### config.mk
export PLATFORM = sky130hd
export DESIGN_NAME = uart_tx_flat
export DESIGN_NICKNAME = d
export VERILOG_FILES = /design/src/rtl/uart_tx_if.sv /design/src/rtl/uart_tx.sv /design/src/flat_wrapper.sv
export SDC_FILE = /design/constraint.sdc
export NUM_CORES = 1
export LEC_CHECK = 0
export CAP_MARGIN = 10
export CORE_UTILIZATION = 45
export CTS_CLUSTER_SIZE = 14
export DETAILED_ROUTE_END_ITERATION = 8
export MAX_ROUTING_LAYER = met4
export PLACE_DENSITY = 0.68
export RECOVER_POWER = 50
export REMOVE_ABC_BUFFERS = 1
export SYNTH_ARGS = -nofsm -noshare
export SYNTH_HDL_FRONTEND = slang
export SYNTH_SLANG_ARGS = --single-unit
### constraint.sdc
create_clock -name clk_i -period 2.29 [get_ports clk_i]
set_input_delay 0.687 -clock clk_i [delete_from_list [all_inputs] [get_ports clk_i]]
set_output_delay 0.687 -clock clk_i [all_outputs]
set_load 0.05 [all_outputs]
### src/rtl/uart_tx_if.sv
// -----------------------------------------------------------------------------
// uart_tx_if
// Handshake and line signals between a word producer and the UART transmitter.
//
// Parameter:
//   UART_DATA_LENGTH - data bits per frame (must match the transmitter)
//
// Signals:
//   data_i        word to send, sampled by the transmitter only on accept
//   data_valid_i  producer request to send data_i
//   ready_o       transmitter idle and able to accept a word
//   tx_o          serial line, idles high
//   done_strb_o   one-cycle pulse in the last cycle of a frame's stop bit
//
// Modports:
//   master - the word producer (drives data_i / data_valid_i)
//   slave  - the transmitter (drives ready_o / tx_o / done_strb_o)
// -----------------------------------------------------------------------------
interface uart_tx_if #(
    parameter int unsigned UART_DATA_LENGTH = 8
);
    logic [UART_DATA_LENGTH-1:0] data_i;
    logic                        data_valid_i;
    logic                        ready_o;
    logic                        tx_o;
    logic                        done_strb_o;

    modport master (
        output data_i,
        output data_valid_i,
        input  ready_o,
        input  tx_o,
        input  done_strb_o
    );

    modport slave (
        input  data_i,
        input  data_valid_i,
        output ready_o,
        output tx_o,
        output done_strb_o
    );
endinterface

### src/rtl/uart_tx.sv
// -----------------------------------------------------------------------------
// uart_tx
// UART transmitter: serialises one word per frame as start bit (0), data bits
// LSB first, optional even-parity bit, one stop bit (1). Each bit lasts
// BAUD_COUNTS_PER_BIT clock cycles. All outputs are registered.
//
// Optional feature macro: UART_TX_PARITY_EN
//   defined   - a parity bit (XOR of the accepted word) follows the data bits
//   undefined - plain 8N1-style framing, no parity state or logic
//
// Parameters:
//   UART_DATA_LENGTH           data bits per frame
//   BAUD_COUNTS_PER_BIT        clock cycles per bit
//   BAUD_RATE_COUNTER_BITWIDTH baud counter width, holds BAUD_COUNTS_PER_BIT-1
//   TX_COUNTER_BITWIDTH        bit counter width, holds UART_DATA_LENGTH-1
//
// Ports:
//   clk_i     clock, rising edge
//   reset_ni  asynchronous active-low reset; aborts any frame in flight
//   bus       uart_tx_if slave modport (data_i, data_valid_i, ready_o,
//             tx_o, done_strb_o)
// -----------------------------------------------------------------------------
module uart_tx #(
    parameter int unsigned UART_DATA_LENGTH           = 8,
    parameter int unsigned BAUD_COUNTS_PER_BIT        = 521,
    parameter int unsigned BAUD_RATE_COUNTER_BITWIDTH = 10,
    parameter int unsigned TX_COUNTER_BITWIDTH        = 3
) (
    input  logic     clk_i,
    input  logic     reset_ni,
    uart_tx_if.slave bus
);

    typedef enum logic [2:0] {
        stIDLE,
        stSTARTBIT,
        stSENDING,
`ifdef UART_TX_PARITY_EN
        stPARITY,
`endif
        stSTOPBIT
    } state_t;

    localparam logic [BAUD_RATE_COUNTER_BITWIDTH-1:0] BAUD_LAST =
        BAUD_RATE_COUNTER_BITWIDTH'(BAUD_COUNTS_PER_BIT - 1);

    // Count value one cycle before the end of a bit; only meaningful when a
    // bit lasts at least two cycles.
    localparam logic [BAUD_RATE_COUNTER_BITWIDTH-1:0] BAUD_PRE_LAST =
        BAUD_RATE_COUNTER_BITWIDTH'((BAUD_COUNTS_PER_BIT > 1) ? BAUD_COUNTS_PER_BIT - 2 : 0);

    localparam logic [TX_COUNTER_BITWIDTH-1:0] BIT_LAST =
        TX_COUNTER_BITWIDTH'(UART_DATA_LENGTH - 1);

    // With one-cycle bits the stop bit's only cycle is also its last, so the
    // done strobe must be raised on entry to the stop bit.
    localparam logic DONE_ON_ENTRY = (BAUD_COUNTS_PER_BIT == 1);

    state_t                                  state;
    logic [BAUD_RATE_COUNTER_BITWIDTH-1:0]   baud_cnt;
    logic [TX_COUNTER_BITWIDTH-1:0]          bit_cnt;
    logic [UART_DATA_LENGTH-1:0]             shift_reg;
    logic [UART_DATA_LENGTH-1:0]             shifted;
    logic                                    tx_q;
    logic                                    ready_q;
    logic                                    done_q;
    logic                                    bit_end;
`ifdef UART_TX_PARITY_EN
    logic                                    parity_q;
`endif

    always_comb begin
        bit_end = (baud_cnt == BAUD_LAST);
        shifted = shift_reg >> 1;
    end

    assign bus.tx_o        = tx_q;
    assign bus.ready_o     = ready_q;
    assign bus.done_strb_o = done_q;

    // tx_q is loaded one edge ahead with the level of the bit that starts at
    // that edge, so the line output stays a plain register.
    always_ff @(posedge clk_i or negedge reset_ni) begin
        if (!reset_ni) begin
            state     <= stIDLE;
            baud_cnt  <= '0;
            bit_cnt   <= '0;
            shift_reg <= '0;
            tx_q      <= 1'b1;
            ready_q   <= 1'b1;
            done_q    <= 1'b0;
`ifdef UART_TX_PARITY_EN
            parity_q  <= 1'b0;
`endif
        end else begin
            case (state)
                stIDLE: begin
                    baud_cnt <= '0;
                    done_q   <= 1'b0;
                    if (bus.data_valid_i && ready_q) begin
                        shift_reg <= bus.data_i;
                        bit_cnt   <= '0;
                        tx_q      <= 1'b0;
                        ready_q   <= 1'b0;
                        state     <= stSTARTBIT;
`ifdef UART_TX_PARITY_EN
                        parity_q  <= ^bus.data_i;
`endif
                    end
                end

                stSTARTBIT: begin
                    if (bit_end) begin
                        baud_cnt <= '0;
                        tx_q     <= shift_reg[0];
                        state    <= stSENDING;
                    end else begin
                        baud_cnt <= baud_cnt + 1'b1;
                    end
                end

                stSENDING: begin
                    if (bit_end) begin
                        baud_cnt  <= '0;
                        shift_reg <= shifted;
                        if (bit_cnt == BIT_LAST) begin
                            bit_cnt <= '0;
`ifdef UART_TX_PARITY_EN
                            tx_q    <= parity_q;
                            state   <= stPARITY;
`else
                            tx_q    <= 1'b1;
                            done_q  <= DONE_ON_ENTRY;
                            state   <= stSTOPBIT;
`endif
                        end else begin
                            bit_cnt <= bit_cnt + 1'b1;
                            tx_q    <= shifted[0];
                        end
                    end else begin
                        baud_cnt <= baud_cnt + 1'b1;
                    end
                end

`ifdef UART_TX_PARITY_EN
                stPARITY: begin
                    if (bit_end) begin
                        baud_cnt <= '0;
                        tx_q     <= 1'b1;
                        done_q   <= DONE_ON_ENTRY;
                        state    <= stSTOPBIT;
                    end else begin
                        baud_cnt <= baud_cnt + 1'b1;
                    end
                end
`endif

                stSTOPBIT: begin
                    if (bit_end) begin
                        baud_cnt <= '0;
                        done_q   <= 1'b0;
                        ready_q  <= 1'b1;
                        state    <= stIDLE;
                    end else begin
                        baud_cnt <= baud_cnt + 1'b1;
                        // Raise the strobe so it is visible in the last cycle.
                        done_q   <= (baud_cnt == BAUD_PRE_LAST);
                    end
                end

                default: begin
                    state    <= stIDLE;
                    baud_cnt <= '0;
                    tx_q     <= 1'b1;
                    ready_q  <= 1'b1;
                    done_q   <= 1'b0;
                end
            endcase
        end
    end

endmodule

### src/flat_wrapper.sv
// flat-port wrapper written by rule: the top's interface ports become plain ports
module uart_tx_flat 
#(
    parameter int unsigned UART_DATA_LENGTH           = 8,
    parameter int unsigned BAUD_COUNTS_PER_BIT        = 521,
    parameter int unsigned BAUD_RATE_COUNTER_BITWIDTH = 10,
    parameter int unsigned TX_COUNTER_BITWIDTH        = 3
)
  (clk_i, reset_ni, bus_data_i, bus_data_valid_i, bus_ready_o, bus_tx_o, bus_done_strb_o);
  uart_tx_if #(.UART_DATA_LENGTH(UART_DATA_LENGTH)) bus_i ();
  input  logic clk_i;
  input  logic reset_ni;
  input wire logic [$bits(bus_i.data_i)-1:0] bus_data_i;
  input wire logic [$bits(bus_i.data_valid_i)-1:0] bus_data_valid_i;
  output wire logic [$bits(bus_i.ready_o)-1:0] bus_ready_o;
  output wire logic [$bits(bus_i.tx_o)-1:0] bus_tx_o;
  output wire logic [$bits(bus_i.done_strb_o)-1:0] bus_done_strb_o;
  assign bus_i.data_i = bus_data_i;
  assign bus_i.data_valid_i = bus_data_valid_i;
  assign bus_ready_o = bus_i.ready_o;
  assign bus_tx_o = bus_i.tx_o;
  assign bus_done_strb_o = bus_i.done_strb_o;
  uart_tx #(.UART_DATA_LENGTH(UART_DATA_LENGTH), .BAUD_COUNTS_PER_BIT(BAUD_COUNTS_PER_BIT), .BAUD_RATE_COUNTER_BITWIDTH(BAUD_RATE_COUNTER_BITWIDTH), .TX_COUNTER_BITWIDTH(TX_COUNTER_BITWIDTH)) u_core (.clk_i(clk_i), .reset_ni(reset_ni), .bus(bus_i));
endmodule
==> results.yml <==
worst_setup_path:
  timing.critical_path.to_type: "register"
  worst_setup_path_start_kind: "register"
  cp_data_arrival_time_ps: 2410
  crit_path_max_fanout: 7
  critical_setup_path_class: "reg2reg"
  critical_path_required_ps: 2500
global_routing:
  grt_first_pass_wirelength_microns: 4698
  grt_antenna_before_repair: 0
  grt_start_max_net_pins: 27
  grt_remaining_overflow: 0
  grt_use_total: 0.1817
  vias_in_the_first_global_route: 1057
power_and_ir_drop:
  total_switching_power_uw: 151.5
  seqPwrFrac: 0.631
  intPower_uw: 591.8
  leak_pwr_nw: 0.7764
  combPwrFrac: 0.060
  power_frac_clock: 0.309
  max-vdd-ir-drop_uv: 249.5
  switching_share: 0.2038
  power.density_cell_area_mw_per_mm2: 423.1
floorplan:
  pin_count: 14
  die-area_sq_mm: 0.003528
  fp-row-count: 20
  initial_core_util: 0.4817
  floorplan.die.width_microns: 59.40
  floorplan.die.height_microns: 59.40
  coreArea_sq_mm: 0.003078
synth:
  yosys_most_used_dff: "sky130_fd_sc_hd__dfrtp_1"
  synth.ff_latch_count: 26
  synth-warning-count: 0
  ys_async_sr_fraction: 1.000
  post_synth_edffs: 0
  syn_inst: 137
  synthesized_area_divided_by_synthesized_cell_count_sq_um: 10.82
  synth_cell_types: 38
  ys_seq_area_frac: 0.4405
  netlist_area_sq_mm: 0.001483
clock_tree:
  cts.hold.buffers_added: 0
  cts_resized: 0
  numCtsBuffers: 3
  clk_transition_reported_paths_ps: 140
  post_cts_buffers: 0
  htree_levels: 1
  clk_root_buffer_cell: "sky130_fd_sc_hd__clkbuf_4"
  clock_latency_ps: 310
  cts-root-to-sink-buffers: 2
  cts.sinks: 26
  cts_tree: "done"
drt:
  drt_wirelength_microns: 2617
  route.detailed.drc: 0
  via_cell_ratio: 5.049
  average_wire_length_per_cell_after_detail_routing_microns: 12.77
  drt_pre_antenna_iters: 4
  detailroute.via_count: 1035
  route.antenna.remaining_nets: 0
  drt-initial-drc-count: 27
final_layout:
  multi_input_combinational_cell_area_sq_um: 778.2
  final_common_cell: "sky130_fd_sc_hd__dfrtp_1"
  regArea_sq_um: 653.1
  drive_above_1_share: 0.2547
  most-common-layout-cells: "24 x sky130_fd_sc_hd__dfrtp_1, 16 x sky130_fd_sc_hd__nor2_1, 13 x sky130_fd_sc_hd__buf_4, 12 x sky130_fd_sc_hd__nand3_1, 11 x sky130_fd_sc_hd__clkdlybuf4s50_1"
  largest_register_ffs: 10
  number_of_fillers_in_the_final_layout: 270
  area_delta_synth_final_pct: 18.48
  num_antenna_cells: 0
  nNetsFinal: 182
  finish.instance_area_sq_mm: 0.001757
timing:
  max_slew_margin: 0.07342
  unrepaired_setup_endpoints_after_global_routing: "no"
  final.setup_skew_ps: 2.053
  post-route-worst-setup-slack_ps: 87.54
  final_setup_violation_count: 0
  worstMarginPinSlew_ps: 1390
  finalWorstPathRequiredPeriod_ps: 2202
  timing.final.hold_violations: 0
  timing.setup.tns_ps: 0
  min_period_over_period: 0.9618
  maxSlewViolCount: 0
  timing_limited_maximum_frequency_mhz: 454.0
placed_design:
  placement.cell_area_sq_mm: 0.001724
  globalplace.congestion: 0.7891
  io_buffers: 13
  place_worst_setup_slack_ps: -198.3
  dp_hpwl_microns: 1971
hold_path:
  min_path_type: "reg2reg"
run:
  max_cap_violations: 0
run_status:
  outcome: "finished clean"
-- final timing paths --
check	endpoint	from	cells past startpoint	slack (ps)
worst max-delay path	u_core.shift_reg[6]	u_core.baud_cnt[6]	4	90
worst min-delay path	u_core.bit_cnt[0]	u_core.bit_cnt[0]	1	510
worst max register to register	u_core.shift_reg[6]	u_core.baud_cnt[6]	4	90
worst min register to register	u_core.bit_cnt[0]	u_core.bit_cnt[0]	1	510
max in group asynchronous	u_core.baud_cnt[6]	reset_ni	2	350
min in group asynchronous	u_core.state[0]	reset_ni	2	1130
-- per-layer routing --
| metal | track usage | routed length, microns |
|---|---|---|
| met1 | 0.2410 | 1298 |
| met2 | 0.2873 | 1239 |
| met3 | 0.02838 | 64 |
| met4 | 0.05102 | 14 |
| met5 | - | 0 |
-- critical path, cell delays in order, from the launching register on --
cell and delay (ps):
sky130_fd_sc_hd__dfrtp_1 440, sky130_fd_sc_hd__or4_4 540, sky130_fd_sc_hd__or4_1 660, sky130_fd_sc_hd__nand2_8 170, sky130_fd_sc_hd__mux2_4 300
-- power by group through the flow --
stage	clock network [mW]	registers (mW)	logic [mW]
2_1_floorplan	0	0.477	0.0159
3_3_place_gp	0	0.478	0.0449
3_5_place_dp	0	0.478	0.0459
4_1_cts	0.239	0.469	0.0464
5_1_grt	0.257	0.470	0.0491
6_report	0.230	0.469	0.0444
-- final cells by class --
cell class                      count  share of cell area
Multi-Input combinational cell    100              0.4430
Sequential cell                    26              0.3718
Timing Repair Buffer               25              0.1204
Tap cell                           44             0.03134
Clock buffer                        4             0.02066
Inverter                            6             0.01282
-- stage by stage --
step	utilization	cells	power, mW	hold slack [ps]
floorplan	-	132	0.4924	391.4
detailed placement	0.5602	201	0.5238	489.7
CTS	0.5720	205	0.7550	511.4
global placement	0.5602	201	0.5228	473.8
global route	0.5707	205	0.7762	535.7
finish	0.5707	205	0.7433	507.5
-- kinds of logic after synthesis --
kind of cell,share of synthesized area
simple gates,0.1966
compound gates,0.05232
xor+xnor,0.04726
fa+ha+maj,0.07595
buf+inv,0.03460
mux,0.1527
flops,0.4405
-- Yosys cell counts, drive strengths merged, types with 2 or more instances --
cell type	count	area (sq um)
dfrtp	24	600.6
mux2	16	206.5
nor2	16	60.06
nand3	12	60.06
ha	9	112.6
nand2	8	46.30
inv	6	22.52
xnor2	5	43.79
buf	3	21.27
nand2b	3	18.77
or2	3	18.77
xor2	3	26.28
a21boi	2	15.01
clkbuf	2	7.510
dfstp	2	52.55
mux2i	2	20.02
nand3b	2	15.01
o21ai	2	10.01
or4	2	18.77
(Power assumes the default switching activity.)
